`src/rtl/hazard_if.sv`:
```
// Flush/hold control bundle between the pipeline datapath and the hazard unit.
// The slave side is the hazard unit; the master side is the pipeline that feeds it.
interface hazard_if #(
  parameter int CNT_W = 32
);
  logic [4:0]       if_id_rs1;
  logic [4:0]       if_id_rs2;
  logic             id_uses_rs1;
  logic             id_uses_rs2;
  logic [4:0]       id_ex_rd;
  logic             id_ex_memRead;
  logic             ex_mem_branch_taken;
  logic             ex_mem_mem_access;
  logic             dmem_ready;

  logic             pc_write;
  logic             if_id_write;
  logic             id_ex_write;
  logic             ex_mem_write;
  logic             if_id_flush;
  logic             id_ex_flush;
  logic             ex_mem_flush;
  logic             mem_wb_flush;
  logic [CNT_W-1:0] stall_cycles;
  logic [CNT_W-1:0] flush_events;
  logic             mem_timeout;

  modport master (
    output if_id_rs1, if_id_rs2, id_uses_rs1, id_uses_rs2, id_ex_rd,
           id_ex_memRead, ex_mem_branch_taken, ex_mem_mem_access, dmem_ready,
    input  pc_write, if_id_write, id_ex_write, ex_mem_write,
           if_id_flush, id_ex_flush, ex_mem_flush, mem_wb_flush,
           stall_cycles, flush_events, mem_timeout
  );

  modport slave (
    input  if_id_rs1, if_id_rs2, id_uses_rs1, id_uses_rs2, id_ex_rd,
           id_ex_memRead, ex_mem_branch_taken, ex_mem_mem_access, dmem_ready,
    output pc_write, if_id_write, id_ex_write, ex_mem_write,
           if_id_flush, id_ex_flush, ex_mem_flush, mem_wb_flush,
           stall_cycles, flush_events, mem_timeout
  );
endinterface

```
`src/rtl/hazard_unit.sv`:
```
// Hazard controller for the five-stage core: freezes on data-memory waits, flushes on
// taken branches, bubbles on load-use, and keeps stall/flush counters plus a timeout flag.
module hazard_unit #(
  parameter int CNT_W   = 32,
  parameter int TIMEOUT = 255
) (
  input  logic   clk,
  input  logic   rst_n,
  hazard_if.slave hz
);

  localparam int WAIT_W = ($clog2(TIMEOUT + 1) > 8) ? $clog2(TIMEOUT + 1) : 8;

  typedef enum logic {
    S_RUN,
    S_MEM_WAIT
  } state_e;

  state_e            state_q, state_d;
  logic [WAIT_W-1:0] wait_cnt_q, wait_cnt_d;
  logic [CNT_W-1:0]  stall_q, stall_d;
  logic [CNT_W-1:0]  flush_q, flush_d;
  logic              timeout_q, timeout_d;

  logic mem_wait;
  logic rs1_hit;
  logic rs2_hit;
  logic load_use;
  logic branch;
  logic stall_inc;

  assign mem_wait  = hz.ex_mem_mem_access & ~hz.dmem_ready;
  assign rs1_hit   = hz.id_uses_rs1 & (hz.if_id_rs1 == hz.id_ex_rd);
  assign rs2_hit   = hz.id_uses_rs2 & (hz.if_id_rs2 == hz.id_ex_rd);
  assign load_use  = hz.id_ex_memRead & (hz.id_ex_rd != 5'd0) & (rs1_hit | rs2_hit);
  assign branch    = hz.ex_mem_branch_taken & ~mem_wait;
  // A taken branch squashes the dependent instruction, so its load-use is not a stall.
  assign stall_inc = mem_wait | (load_use & ~hz.ex_mem_branch_taken);

  always_ff @(posedge clk or negedge rst_n) begin
    if (!rst_n) begin
      state_q    <= S_RUN;
      wait_cnt_q <= '0;
      stall_q    <= '0;
      flush_q    <= '0;
      timeout_q  <= 1'b0;
    end else begin
      state_q    <= state_d;
      wait_cnt_q <= wait_cnt_d;
      stall_q    <= stall_d;
      flush_q    <= flush_d;
      timeout_q  <= timeout_d;
    end
  end

  always_comb begin
    state_d = state_q;
    unique case (state_q)
      S_RUN:      if (mem_wait)  state_d = S_MEM_WAIT;
      S_MEM_WAIT: if (!mem_wait) state_d = S_RUN;
      default:    state_d = S_RUN;
    endcase
  end

  // wait_cnt holds the number of consecutive wait cycles completed; it restarts on entry.
  always_comb begin
    wait_cnt_d = wait_cnt_q;
    if (mem_wait) begin
      if (state_q == S_RUN) begin
        wait_cnt_d = WAIT_W'(1);
      end else if (!(&wait_cnt_q)) begin
        wait_cnt_d = wait_cnt_q + 1'b1;
      end
    end
    timeout_d = timeout_q | (mem_wait & (wait_cnt_d >= WAIT_W'(TIMEOUT)));
  end

  always_comb begin
    stall_d = stall_q;
    flush_d = flush_q;
    if (stall_inc && !(&stall_q)) begin
      stall_d = stall_q + 1'b1;
    end
    if (branch && !(&flush_q)) begin
      flush_d = flush_q + 1'b1;
    end
  end

  // Stage controls are purely combinational so they act on the edge the registers sample.
  always_comb begin
    hz.pc_write     = 1'b1;
    hz.if_id_write  = 1'b1;
    hz.id_ex_write  = 1'b1;
    hz.ex_mem_write = 1'b1;
    hz.if_id_flush  = 1'b0;
    hz.id_ex_flush  = 1'b0;
    hz.ex_mem_flush = 1'b0;
    hz.mem_wb_flush = 1'b0;
    if (!rst_n) begin
      hz.pc_write     = 1'b0;
      hz.if_id_write  = 1'b0;
      hz.id_ex_write  = 1'b0;
      hz.ex_mem_write = 1'b0;
      hz.if_id_flush  = 1'b1;
      hz.id_ex_flush  = 1'b1;
      hz.ex_mem_flush = 1'b1;
      hz.mem_wb_flush = 1'b1;
    end else if (mem_wait) begin
      hz.pc_write     = 1'b0;
      hz.if_id_write  = 1'b0;
      hz.id_ex_write  = 1'b0;
      hz.ex_mem_write = 1'b0;
      hz.mem_wb_flush = 1'b1;
    end else if (branch) begin
      hz.if_id_flush  = 1'b1;
      hz.id_ex_flush  = 1'b1;
      hz.ex_mem_flush = 1'b1;
    end else if (load_use) begin
      hz.pc_write     = 1'b0;
      hz.if_id_write  = 1'b0;
      hz.id_ex_flush  = 1'b1;
    end
  end

  assign hz.stall_cycles = stall_q;
  assign hz.flush_events = flush_q;
  assign hz.mem_timeout  = timeout_q;

endmodule

```
`src/flat_wrapper.sv`:
```
// flat-port wrapper written by rule: the top's interface ports become plain ports
module hazard_unit_flat 
#(
  parameter int CNT_W   = 32,
  parameter int TIMEOUT = 255
)
  (clk, rst_n, hz_if_id_rs1, hz_if_id_rs2, hz_id_uses_rs1, hz_id_uses_rs2, hz_id_ex_rd, hz_id_ex_memRead, hz_ex_mem_branch_taken, hz_ex_mem_mem_access, hz_dmem_ready, hz_pc_write, hz_if_id_write, hz_id_ex_write, hz_ex_mem_write, hz_if_id_flush, hz_id_ex_flush, hz_ex_mem_flush, hz_mem_wb_flush, hz_stall_cycles, hz_flush_events, hz_mem_timeout);
  hazard_if #(.CNT_W(CNT_W)) hz_i ();
  input  logic clk;
  input  logic rst_n;
  input wire logic [$bits(hz_i.if_id_rs1)-1:0] hz_if_id_rs1;
  input wire logic [$bits(hz_i.if_id_rs2)-1:0] hz_if_id_rs2;
  input wire logic [$bits(hz_i.id_uses_rs1)-1:0] hz_id_uses_rs1;
  input wire logic [$bits(hz_i.id_uses_rs2)-1:0] hz_id_uses_rs2;
  input wire logic [$bits(hz_i.id_ex_rd)-1:0] hz_id_ex_rd;
  input wire logic [$bits(hz_i.id_ex_memRead)-1:0] hz_id_ex_memRead;
  input wire logic [$bits(hz_i.ex_mem_branch_taken)-1:0] hz_ex_mem_branch_taken;
  input wire logic [$bits(hz_i.ex_mem_mem_access)-1:0] hz_ex_mem_mem_access;
  input wire logic [$bits(hz_i.dmem_ready)-1:0] hz_dmem_ready;
  output wire logic [$bits(hz_i.pc_write)-1:0] hz_pc_write;
  output wire logic [$bits(hz_i.if_id_write)-1:0] hz_if_id_write;
  output wire logic [$bits(hz_i.id_ex_write)-1:0] hz_id_ex_write;
  output wire logic [$bits(hz_i.ex_mem_write)-1:0] hz_ex_mem_write;
  output wire logic [$bits(hz_i.if_id_flush)-1:0] hz_if_id_flush;
  output wire logic [$bits(hz_i.id_ex_flush)-1:0] hz_id_ex_flush;
  output wire logic [$bits(hz_i.ex_mem_flush)-1:0] hz_ex_mem_flush;
  output wire logic [$bits(hz_i.mem_wb_flush)-1:0] hz_mem_wb_flush;
  output wire logic [$bits(hz_i.stall_cycles)-1:0] hz_stall_cycles;
  output wire logic [$bits(hz_i.flush_events)-1:0] hz_flush_events;
  output wire logic [$bits(hz_i.mem_timeout)-1:0] hz_mem_timeout;
  assign hz_i.if_id_rs1 = hz_if_id_rs1;
  assign hz_i.if_id_rs2 = hz_if_id_rs2;
  assign hz_i.id_uses_rs1 = hz_id_uses_rs1;
  assign hz_i.id_uses_rs2 = hz_id_uses_rs2;
  assign hz_i.id_ex_rd = hz_id_ex_rd;
  assign hz_i.id_ex_memRead = hz_id_ex_memRead;
  assign hz_i.ex_mem_branch_taken = hz_ex_mem_branch_taken;
  assign hz_i.ex_mem_mem_access = hz_ex_mem_mem_access;
  assign hz_i.dmem_ready = hz_dmem_ready;
  assign hz_pc_write = hz_i.pc_write;
  assign hz_if_id_write = hz_i.if_id_write;
  assign hz_id_ex_write = hz_i.id_ex_write;
  assign hz_ex_mem_write = hz_i.ex_mem_write;
  assign hz_if_id_flush = hz_i.if_id_flush;
  assign hz_id_ex_flush = hz_i.id_ex_flush;
  assign hz_ex_mem_flush = hz_i.ex_mem_flush;
  assign hz_mem_wb_flush = hz_i.mem_wb_flush;
  assign hz_stall_cycles = hz_i.stall_cycles;
  assign hz_flush_events = hz_i.flush_events;
  assign hz_mem_timeout = hz_i.mem_timeout;
  hazard_unit #(.CNT_W(CNT_W), .TIMEOUT(TIMEOUT)) u_core (.clk(clk), .rst_n(rst_n), .hz(hz_i));
endmodule
```
`config.mk`:
```
export PLATFORM = sky130hd
export DESIGN_NAME = hazard_unit_flat
export DESIGN_NICKNAME = d
export VERILOG_FILES = /design/src/rtl/hazard_if.sv /design/src/rtl/hazard_unit.sv /design/src/flat_wrapper.sv
export SDC_FILE = /design/constraint.sdc
export NUM_CORES = 1
export LEC_CHECK = 0
export ABC_AREA = 0
export BUFFER_PORTS_ARGS = -buffer_cell sky130_fd_sc_hd__buf_4
export CORE_ASPECT_RATIO = 1.5
export CORE_MARGIN = 1.5
export CORE_UTILIZATION = 35
export CTS_CLUSTER_DIAMETER = 120
export DETAILED_ROUTE_END_ITERATION = 8
export HOLD_SLACK_MARGIN = 0.06
export PLACE_DENSITY = 0.54
export SYNTH_ARGS = -nofsm -noshare
export SYNTH_HDL_FRONTEND = slang
export SYNTH_SLANG_ARGS = --single-unit
```
`constraint.sdc`:
```
create_clock -name clk -period 5.8 [get_ports clk]
set_clock_uncertainty 0.1 [all_clocks]
set_input_delay 0 -clock clk [delete_from_list [all_inputs] [get_ports clk]]
set_output_delay 0 -clock clk [all_outputs]
set_load 0.02 [all_outputs]
```
==> reports/results.tsv, run 1 <==
stage	metric	value	unit
worst_setup_path	cp_slowest_stage_delay	0.59	ns
route	finalWirelength	9457	um
route	first_pass_iters	4	
synthesis	ys_seq_elements	74	
timing	finalCriticalPeriod	2.524	ns
power	finalPower	1.396	mW
place	placed_area	0.004641	mm^2
clock_network	root_buffer	clkbuf_16	
final_layout	fin_util	0.4675	
clock_network	cts_buffer_depth	2	
worst_setup_path	crit_cells	6	
power	p_per_area	282.0	mW/mm^2
global_route	grt-ovfl-total	0	
synthesis	yosysTopAreaCellShare	0.4854	
worst_setup_path	path_cells	ha_1 -> nand4_2 -> or4_4 -> nand3_2 -> nor4_1 -> xor2_1	
synthesis	yosys.area.top_type	dfrtp_1	
power	power_leakage	2.432	nW
timing	maxSlewViolCount	0	
route	drtIter0Drc	169	
floorplanning	die_area	0.01155	mm^2
route	detail_route.wl_per_cell	15.23	um
floorplanning	num_rows	46	
timing	setup_ws	3.276	ns
hold_path	min_from	hz_id_uses_rs2	
final_layout	nFillCells	1071	
place	port_buffers	95	
place	gp_congestion	0.8031	
timing	holdWs	0.2213	ns
clock_network	path_clk_slew	0.06	ns
final_layout	nets	498	
final_layout	fin_area	0.004951	mm^2
worst_setup_path	path_buf_inv	0	
clock_network	cts.sinks	74	
status	status	complete, no violations	
worst_setup_path	critPathArrivalTime	2.62	ns
worst_setup_path	regToRegSetupSlack	3.28	ns
timing	slew_headroom	0.4741	
worst_setup_path	cp-end-kind	register	
final_layout	drive_gt1_frac	0.2621	
final_layout	final_cells	621	
power	peakVddDrop	0.1863	mV
clock_network	post_cts_buffers	0	
place	post-place-ws	3.306	ns
final_layout	final_cell_mix	buf_4, dfrtp_1, xor2_1	
route	routed_via_density	5.008	
worst_setup_path	cp-start-kind	register	
final_layout	n_antenna_cell	0	
global_route	grt_pass1_wl	14760	um
synthesis	syn_inst	373	
route	vias	3110	
clock_network	clk_latency	0.34	ns
synthesis	yosys_warnings	0	
place	dp_hpwl	6923	um
floorplanning	start_util	0.3602	
global_route	antenna_found_initial	0	
synthesis	avgSynthCellArea	10.23	um^2
synthesis	ys_seq_area_frac	0.4854	
timing	worst_slew_pin_slew	0.7889	ns
worst_setup_path	path_delay_family	simple AND/OR/NAND/NOR gates	
place	dp.cells	602	
worst_setup_path	worstSetupPathType	register to register	
final_layout	final_common_cell	buf_4	
hold_path	hold_path_depth	5	
timing	rsz0062_at_grt	false	
clock_network	ctsHtreeMaxLevel	3	
worst_setup_path	reg2regPathDepth	6	
clock_network	numCtsBuffers	9	
route	ant_nets	0	
synthesis	synth_fp_nets	399	
timing	fmaxAchievable	396.3	MHz
floorplanning	ioPinCount	96	
clock_network	cts_tree	yes	
synthesis	synth_edf_count	0	
final_layout	syn2layout_area_growth	29.78	%
clock_network	cts_resized	0	
synthesis	async_reset_ff_frac	1.000	
global_route	track_usage	0.1678	
synthesis	synthFlopType	dfrtp_1	
floorplanning	core_area	0.01059	mm^2
worst_setup_path	slowest_stage	nor4_1	
synthesis	syn_area	0.003815	mm^2
timing	timing.final.crit_share	0.4351	
synthesis	ys_types	48	
floorplanning	fp.dieW	88.25	um
synthesis	synth.area.top_cells	dfrtp_1, xor2_1, xnor2_1	
hold_path	holdCritPathClass	primary input to register	
timing	finalHoldViolCount	0	
worst_setup_path	worst-path-max-fanout	31	
global_route	grt_max_degree	62	
job	drv_cap	0	
hold_path	min_to	u_core.hz.stall_cycles[2]	
timing	fin_tns_setup	0	ns
worst_setup_path	worstReg2RegStart	u_core.hz.stall_cycles[0]	
floorplanning	die_h	130.9	um
global_route	grt_pass1_vias	2994	
worst_setup_path	r2r_end	u_core.hz.stall_cycles[22]	
route	drc	0	
timing	setup_viol	0	
clock_network	holdBufCountCts	3	
worst_setup_path	required	5.90	ns
flip-flops by register name, indices dropped and copies added, names as in the netlist:
name and count:
u_core.state_q 1, u_core.hz.mem_timeout 1, u_core.wait_cnt_q 8, u_core.hz.flush_events 32
u_core.hz.stall_cycles 32
power by group:
group / switching [mW] / internal [mW]
Combinational: 0.142 / 0.112
Clock: 0.220 / 0.301
Sequential: 0.0639 / 0.558
Total: 0.426 / 0.970
metal layers:
| layer | track usage | wire length (um) | vias up | part of all wire |
|---|---|---|---|---|
| met1 | 0.2003 | 3925 | 1495 | 0.42 |
| met4 | 0.07261 | 174 | 0 | 0.018 |
| met5 | 0 | 0 | - | 0 |
| met2 | 0.2851 | 4882 | 85 | 0.52 |
| li1 | - | - | 1517 | - |
| met3 | 0.04083 | 475 | 13 | 0.050 |
how the worst max path moves through the flow:
stage	from	to	slack, ns
floorplan	u_core.hz.stall_cycles[24]	u_core.hz.stall_cycles[1]	3.56
global placement	u_core.hz.stall_cycles[0]	u_core.hz.stall_cycles[22]	3.31
detailed placement	u_core.hz.stall_cycles[0]	u_core.hz.stall_cycles[22]	3.31
CTS	u_core.hz.stall_cycles[0]	u_core.hz.stall_cycles[22]	3.28
global route	u_core.hz.stall_cycles[0]	u_core.hz.stall_cycles[22]	3.09
finish	u_core.hz.stall_cycles[0]	u_core.hz.stall_cycles[22]	3.28
synthesized netlist by cell type, types with 2 or more instances:
| master | instances |
|---|---|
| mux2_1 | 2 |
| buf_4 | 3 |
| nor4_1 | 6 |
| clkbuf_1 | 4 |
| a21oi_1 | 9 |
| a22o_1 | 3 |
| dfrtp_1 | 74 |
| nand2b_1 | 2 |
| nor2_1 | 30 |
| nand4_2 | 2 |
| nor3_1 | 24 |
| or3_1 | 2 |
| a41o_1 | 2 |
| ha_1 | 3 |
| nand4_1 | 18 |
| and2_1 | 2 |
| o21ai_0 | 7 |
| and3_1 | 9 |
| and4_1 | 5 |
| o31ai_1 | 2 |
| xnor2_1 | 29 |
| or2_2 | 2 |
| a31oi_1 | 2 |
| nand2_1 | 37 |
| nand3_1 | 20 |
| xor2_1 | 44 |
| buf_6 | 3 |
| inv_1 | 7 |
kinds of logic after synthesis:
logic type	synth area share
AO/OA/AOI/OAI	0.06396
XOR/XNOR	0.1676
adder cells (fa/ha/maj)	0.009840
buffers and inverters	0.02656
flip-flops	0.4854
multiplexers	0.008855
AND/OR/NAND/NOR	0.2378
layout make-up:
cell class              instances  area, um^2  share of cell area
clock inverters                 6       41.29            0.008340
clock buffers                  10       239.0             0.04827
inverters                       7       26.28            0.005307
repair buffers                 99       750.7              0.1516
multi-input cells             281        1862              0.3760
well taps                     144       180.2             0.03639
flip-flops and latches         74        1852              0.3740
worst min-delay path: stages:
cell and delay (ns):
buf_4 0.11, nand2_1 0.07, o221ai_1 0.20, nand4_1 0.17, xnor2_1 0.06
(Power assumes the default switching activity.)
==> inputs of run 2 (changes only) <==
--- a/config.mk
+++ b/config.mk
@@ -5,7 +5,7 @@
 export SDC_FILE = /design/constraint.sdc
 export NUM_CORES = 1
 export LEC_CHECK = 0
-export ABC_AREA = 0
+export ABC_AREA = 1
 export BUFFER_PORTS_ARGS = -buffer_cell sky130_fd_sc_hd__buf_4
 export CORE_ASPECT_RATIO = 1.5
 export CORE_MARGIN = 1.5
@@ -13,7 +13,7 @@
 export CTS_CLUSTER_DIAMETER = 120
 export DETAILED_ROUTE_END_ITERATION = 8
 export HOLD_SLACK_MARGIN = 0.06
-export PLACE_DENSITY = 0.54
+export PLACE_DENSITY = 0.53
 export SYNTH_ARGS = -nofsm -noshare
 export SYNTH_HDL_FRONTEND = slang
 export SYNTH_SLANG_ARGS = --single-unit
==> constraint.sdc (replaced) <==
create_clock -name clk -period 2.54 [get_ports clk]
set_clock_uncertainty 0.1 [all_clocks]
set_input_delay 0 -clock clk [delete_from_list [all_inputs] [get_ports clk]]
set_output_delay 0 -clock clk [all_outputs]
set_load 0.02 [all_outputs]
==> run 2 against run 1 <==
Flip-flop and latch count unchanged. Sequential share of layout area decreased by 7.9 points. Worst setup slack got worse by 3.0 ns. Count of clock-buffer cells in the layout increased by 5. Cell area increased by 27%. Synthesized area increased by 32%. Core utilization decreased by 2.0 points. Worst hold slack got worse by 0.16 ns. Combinational power increased to 2.7 times the previous value. Final cell count increased by 72%.
==> reports/results.tsv, run 2 <==
stage	metric	value	unit	change
synthesis	avgSynthCellArea	6.493	um^2	-37%
synthesis	synth_fp_nets	801		+100%
final_layout	final_cells	1071		+72%
global_route	track_usage	0.2016		+0.03384
clock_network	numCtsBuffers	9		unchanged
final_layout	drive_gt1_frac	0.1536		-0.1085
worst_setup_path	critPathArrivalTime	2.44	ns	-0.18 ns
worst_setup_path	cp-start-kind	register		
synthesis	synth_edf_count	0		unchanged
place	dp.cells	1054		+75%
global_route	grt-ovfl-total	0		unchanged
timing	maxSlewViolCount	0		unchanged
worst_setup_path	regToRegSetupSlack	0.27	ns	-3.00 ns
synthesis	yosysTopAreaCellShare	0.3680		-0.1174
clock_network	cts.sinks	74		unchanged
route	drtIter0Drc	174		+3.0%
floorplanning	fp.dieW	100.9	um	+14%
timing	holdWs	0.06069	ns	-0.1607 ns
timing	finalHoldViolCount	0		unchanged
final_layout	syn2layout_area_growth	24.89	%	
global_route	grt_pass1_vias	4933		+65%
synthesis	synth-simple-area-share	0.4326		+0.1948
route	detail_route.wl_per_cell	13.68	um	-10%
job	drv_cap	0		unchanged
floorplanning	start_util	0.3580		-0.002275
synthesis	syn_inst	775		+110%
route	drc	0		unchanged
global_route	antenna_found_initial	0		unchanged
final_layout	final_cell_mix	nand2_1, buf_4, nor2_1		
synthesis	syn_area	0.005032	mm^2	+32%
synthesis	synthTopCellsByCount	nand2_1, nor2_1, inv_1		
synthesis	ys_types	27		-44%
synthesis	async_reset_ff_frac	1.000		unchanged
synthesis	synthMuxAreaShare	0		-0.008855
clock_network	ctsHtreeMaxLevel	3		unchanged
timing	setup_viol	0		unchanged
place	dp_hpwl	11210	um	+62%
timing	timing.final.crit_share	0.8930		+0.4579
clock_network	path_clk_slew	0.06	ns	about the same
route	routed_via_density	4.694		-6.3%
route	first_pass_iters	4		unchanged
route	finalWirelength	14650	um	+55%
power	power_leakage	3.225	nW	+33%
clock_network	cts_buffer_depth	2		unchanged
final_layout	n_antenna_cell	0		unchanged
place	gp_congestion	0.8920		+11%
worst_setup_path	required	2.71	ns	-3.19 ns
route	vias	5027		+62%
floorplanning	core_area	0.01406	mm^2	+33%
timing	rsz0062_at_grt	false		
hold_path	holdCritPathClass	primary input to asynchronous set/reset pin		
worst_setup_path	worst-path-max-fanout	18		-42%
synthesis	yosys_warnings	0		unchanged
timing	finalCriticalPeriod	2.268	ns	-0.2554 ns
status	status	complete, no violations		
synthesis	synth-xor-area-share	0.08180		-0.08580
synthesis	synthAdderAreaFrac	0.007459		-0.002380
clock_network	cts_tree	yes		
timing	slew_headroom	0.6113		+0.1372
power	p_per_area	553.9	mW/mm^2	+96%
power	peakVddDrop	0.3277	mV	+76%
synthesis	synth.most_common_cell	nand2_1		
worst_setup_path	worstSetupPathType	register to register		
timing	fin_tns_setup	0	ns	unchanged
floorplanning	ioPinCount	96		unchanged
synthesis	yosys.area.top_type	dfrtp_1		
global_route	grt_max_degree	46		-26%
worst_setup_path	reg2regPathDepth	10		+4
floorplanning	num_rows	53		+15%
route	ant_nets	0		unchanged
final_layout	final_common_cell	nand2_1		
place	port_buffers	95		unchanged
floorplanning	die_h	149.9	um	+15%
synthesis	synthFlopType	dfrtp_1		
synthesis	synth.area.top_cells	dfrtp_1, nand2_1, nor2_1		
timing	fmaxAchievable	440.9	MHz	+11%
final_layout	nets	900		+81%
clock_network	cts_resized	0		unchanged
synthesis	synth_compound_area_frac	0.01914		-0.04481
synthesis	ys_seq_area_frac	0.3680		-0.1174
clock_network	root_buffer	clkbuf_16		
synthesis	synth_top_family_by_area	simple AND/OR/NAND/NOR gates		
worst_setup_path	cp-end-kind	register		
timing	worst_slew_pin_slew	0.5830	ns	-0.2059 ns
global_route	grt_pass1_wl	24010	um	+63%
clock_network	clk_latency	0.33	ns	about the same
synthesis	ys_seq_elements	74		unchanged
floorplanning	die_area	0.01512	mm^2	+31%
## run 2: cells by family after synthesis
kind of cell / after synthesis
AO/OA/AOI/OAI: 18
XOR/XNOR: 47
adder cells (fa/ha/maj): 3
buffers and inverters: 109
flip-flops: 74
AND/OR/NAND/NOR: 524
## run 2: power breakdown
group	leakage [nW]	switching, mW	internal (mW)
registers	1.00	0.143	1.28
clock network	0.156	0.500	0.870
logic	2.07	0.417	0.272
total	3.22	1.06	2.42
## run 2: what timing repair did
item	in CTS	in global routing
hold endpoints to repair	29	0
hold buffers	1	0
setup buffers	0	0
setup endpoints to repair	0	0
## run 2: critical path: stages (launching register included)
cell and delay, ns:
dfrtp_1 0.52, ha_1 0.34, nand2_1 0.11, nor2_1 0.12, nand3_1 0.09, nor3b_2 0.18, nand3_2 0.12, nand2_2 0.30
buf_12 0.19, nand2_1 0.06, nand2_1 0.06
## run 2: path summary, 6_finish.rpt
kind,start,end
max,u_core.hz.stall_cycles[0],u_core.hz.stall_cycles[19]
min,rst_n,u_core.wait_cnt_q[0]
max reg2reg,u_core.hz.stall_cycles[0],u_core.hz.stall_cycles[19]
min reg2reg,u_core.hz.mem_timeout,u_core.hz.mem_timeout
max in group asynchronous,rst_n,u_core.hz.flush_events[27]
min in group clk,hz_dmem_ready,u_core.wait_cnt_q[2]
## run 2: routing by layer
layer | global-route usage | wire length, um | vias up
li1 | - | - | 2587
met1 | 0.2261 | 5914 | 2309
met2 | 0.3757 | 7786 | 108
met3 | 0.02896 | 511 | 23
met4 | 0.08264 | 440 | 0
met5 | 0 | 0 | -
## run 2: layout make-up
type / count / area, um^2
tap: 192 / 240.2
fill: 1523 / 7774
multi-input combinational: 592 / 2723
timing repair buffer: 106 / 810.8
sequential: 74 / 1852
clock buffer: 15 / 287.8
clock inverter: 1 / 30.03
inverter: 91 / 341.6
## run 2: through the flow
step / cell area (um^2) / power (mW) / worst slack (ns) / utilization
final: 6285 / 3.481 / 0.2718 / 0.4470
after global routing: 6285 / 3.657 / 0.08785 / 0.4470
after CTS: 6285 / 3.519 / 0.2413 / 0.4470
after global placement: 5957 / 2.123 / 0.2747 / 0.4237
after floorplan: 5032 / 1.831 / 0.6463 / -
after detailed placement: 5957 / 2.136 / 0.2640 / 0.4237
==> inputs of run 3 (changes only) <==
--- a/config.mk
+++ b/config.mk
@@ -6,14 +6,16 @@
 export NUM_CORES = 1
 export LEC_CHECK = 0
 export ABC_AREA = 1
-export BUFFER_PORTS_ARGS = -buffer_cell sky130_fd_sc_hd__buf_4
+export CAP_MARGIN = 25
 export CORE_ASPECT_RATIO = 1.5
 export CORE_MARGIN = 1.5
 export CORE_UTILIZATION = 35
 export CTS_CLUSTER_DIAMETER = 120
 export DETAILED_ROUTE_END_ITERATION = 8
+export DONT_BUFFER_PORTS = 1
 export HOLD_SLACK_MARGIN = 0.06
-export PLACE_DENSITY = 0.53
+export PLACE_DENSITY = 0.47
+export SKIP_CTS_REPAIR_TIMING = 1
 export SYNTH_ARGS = -nofsm -noshare
 export SYNTH_HDL_FRONTEND = slang
 export SYNTH_SLANG_ARGS = --single-unit
==> run 3 against run 2 <==
Core utilization shrank 3.3 points. Global-route usage grew 0.57 points. Die area is the same. Worst hold slack lost 0.018 ns. Largest cell class unchanged.
==> reports/results.tsv, run 3 (synthesis results as in run 2) <==
stage	metric	value	unit	change
status	status	complete, no violations		
global_route	grt_pass1_wl	24290	um	+1.2%
global_route	grt_pass1_vias	4887		-0.93%
floorplanning	start_util	0.3580		unchanged
timing	fin_tns_setup	0	ns	unchanged
clock_network	cts_buffer_depth	2		unchanged
timing	finalCriticalPeriod	2.324	ns	+0.05557 ns
clock_network	cts.sinks	74		unchanged
worst_setup_path	r2r_end	u_core.hz.flush_events[12]		
clock_network	ctsHtreeMaxLevel	3		unchanged
job	drv_cap	0		unchanged
route	detail_route.wl_per_cell	14.92	um	+9.1%
final_layout	drive_gt1_frac	0.09280		-0.06079
worst_setup_path	cp-end-kind	register		
worst_setup_path	worstReg2RegStart	u_core.hz.flush_events[20]		
global_route	grt-ovfl-total	0		unchanged
clock_network	root_buffer	clkbuf_16		
worst_setup_path	worst-path-max-fanout	26		+8
timing	setup_ws	0.2162	ns	-0.05557 ns
timing	holdWs	0.04271	ns	-0.01798 ns
route	finalWirelength	15080	um	+2.9%
place	gp_congestion	0.9473		+6.2%
worst_setup_path	required	2.65	ns	-0.06 ns
route	vias	4853		-3.5%
power	power_leakage	2.897	nW	-10%
final_layout	nets	840		-6.7%
timing	timing.final.crit_share	0.9149		+0.02188
place	port_buffers	0		-100%
route	drc	0		unchanged
timing	setup_viol	0		unchanged
clock_network	path_clk_slew	0.06	ns	about the same
worst_setup_path	regToRegSetupSlack	0.22	ns	-0.06 ns
route	first_pass_iters	4		unchanged
worst_setup_path	cp-start-kind	register		
route	ant_nets	0		unchanged
final_layout	syn2layout_area_growth	15.61	%	
worst_setup_path	reg2regPathDepth	9		-1
timing	rsz0062_at_grt	false		
timing	slew_headroom	0.4850		-0.1263
power	peakVddDrop	0.3508	mV	+7.0%
floorplanning	ioPinCount	96		unchanged
timing	worst_slew_pin_slew	0.7697	ns	+0.1866 ns
worst_setup_path	worstSetupPathType	register to register		
floorplanning	num_rows	53		unchanged
global_route	antenna_found_initial	0		unchanged
global_route	grt_max_degree	77		+67%
clock_network	numCtsBuffers	9		unchanged
place	post-place-ws	0.2110	ns	-0.05300 ns
place	dp_hpwl	11660	um	+4.0%
hold_path	holdCritPathClass	primary input to register		
worst_setup_path	critPathArrivalTime	2.43	ns	about the same
floorplanning	die_h	149.9	um	unchanged
hold_path	min_to	u_core.wait_cnt_q[2]		
route	met3_length	631	um	+23%
floorplanning	die_area	0.01512	mm^2	unchanged
route	dr_wl_met2	7700	um	-1.1%
route	wl_met1	5924	um	+0.17%
final_layout	seq_area	0.001852	mm^2	unchanged
final_layout	final_common_cell	nand2_1		
hold_path	hold_path_depth	6		
floorplanning	core_area	0.01406	mm^2	unchanged
final_layout	final_cell_mix	nand2_1, nor2_1, inv_1		
final_layout	multiInputGateArea	0.002723	mm^2	unchanged
hold_path	min_from	hz_ex_mem_mem_access		
final_layout	fin_area	0.005818	mm^2	-7.4%
timing	maxSlewViolCount	0		unchanged
place	placed_area	0.005499	mm^2	-7.7%
final_layout	n_antenna_cell	0		unchanged
power	p_per_area	558.6	mW/mm^2	+0.85%
timing	fmaxAchievable	430.3	MHz	-2.4%
route	routed_via_density	4.800		+2.3%
floorplanning	fp.dieW	100.9	um	unchanged
timing	finalHoldViolCount	0		unchanged
clock_network	clk_latency	0.33	ns	about the same
final_layout	nFillCells	1551		+1.8%
global_route	track_usage	0.2074		+0.005731
route	drtIter0Drc	179		+2.9%
clock_network	cts_tree	yes		
route	top_layer	met4		
## run 3: critical path: stages (launching register included)
cell and delay [ns]:
dfrtp_1 0.52, nand2_1 0.17, nor3_2 0.24, nand2_1 0.08, nor2_1 0.23, nand2_1 0.10
nand2_2 0.26, inv_2 0.28, nand2_1 0.14, o21ai_1 0.07
## run 3: through the flow
stage	power [mW]	std cells	util
after floorplan	1.831	775	-
after global placement	2.022	993	0.3912
after detailed placement	2.031	993	0.3912
after CTS	3.272	1009	0.4112
after global routing	3.448	1011	0.4138
final	3.250	1011	0.4138
## run 3: cell type report
| cell class | instances | area share |
|---|---|---|
| well taps | 192 | 0.04129 |
| flip-flops and latches | 74 | 0.3183 |
| inverters | 91 | 0.05871 |
| clock buffers | 11 | 0.04172 |
| clock inverters | 5 | 0.006667 |
| repair buffers | 46 | 0.06538 |
| multi-input cells | 592 | 0.4680 |
## run 3: worst max-delay path by stage
stage / slack, ns / to / from
2_1_floorplan: 0.65 / u_core.hz.stall_cycles[7] / u_core.hz.stall_cycles[0]
3_3_place_gp: 0.21 / u_core.hz.flush_events[20] / u_core.hz.flush_events[23]
3_5_place_dp: 0.21 / u_core.hz.flush_events[12] / u_core.hz.flush_events[23]
4_1_cts: 0.19 / u_core.hz.flush_events[12] / u_core.hz.flush_events[23]
5_1_grt: 0.03 / u_core.hz.flush_events[20] / u_core.hz.flush_events[23]
6_report: 0.22 / u_core.hz.flush_events[12] / u_core.hz.flush_events[20]
## run 3: where the power goes
group / switching [mW] / internal [mW] / total, mW
clock: 0.526 / 0.692 / 1.22
sequential: 0.151 / 1.28 / 1.43
combinational: 0.397 / 0.205 / 0.602
total: 1.07 / 2.18 / 3.25
## run 3: layer usage
layer  GRT usage  vias to the layer above
met1      0.2254                     2218
li1            -                     2468
met4      0.1236                        0
met5           0                        -
met3     0.03970                       43
met2      0.3686                      124
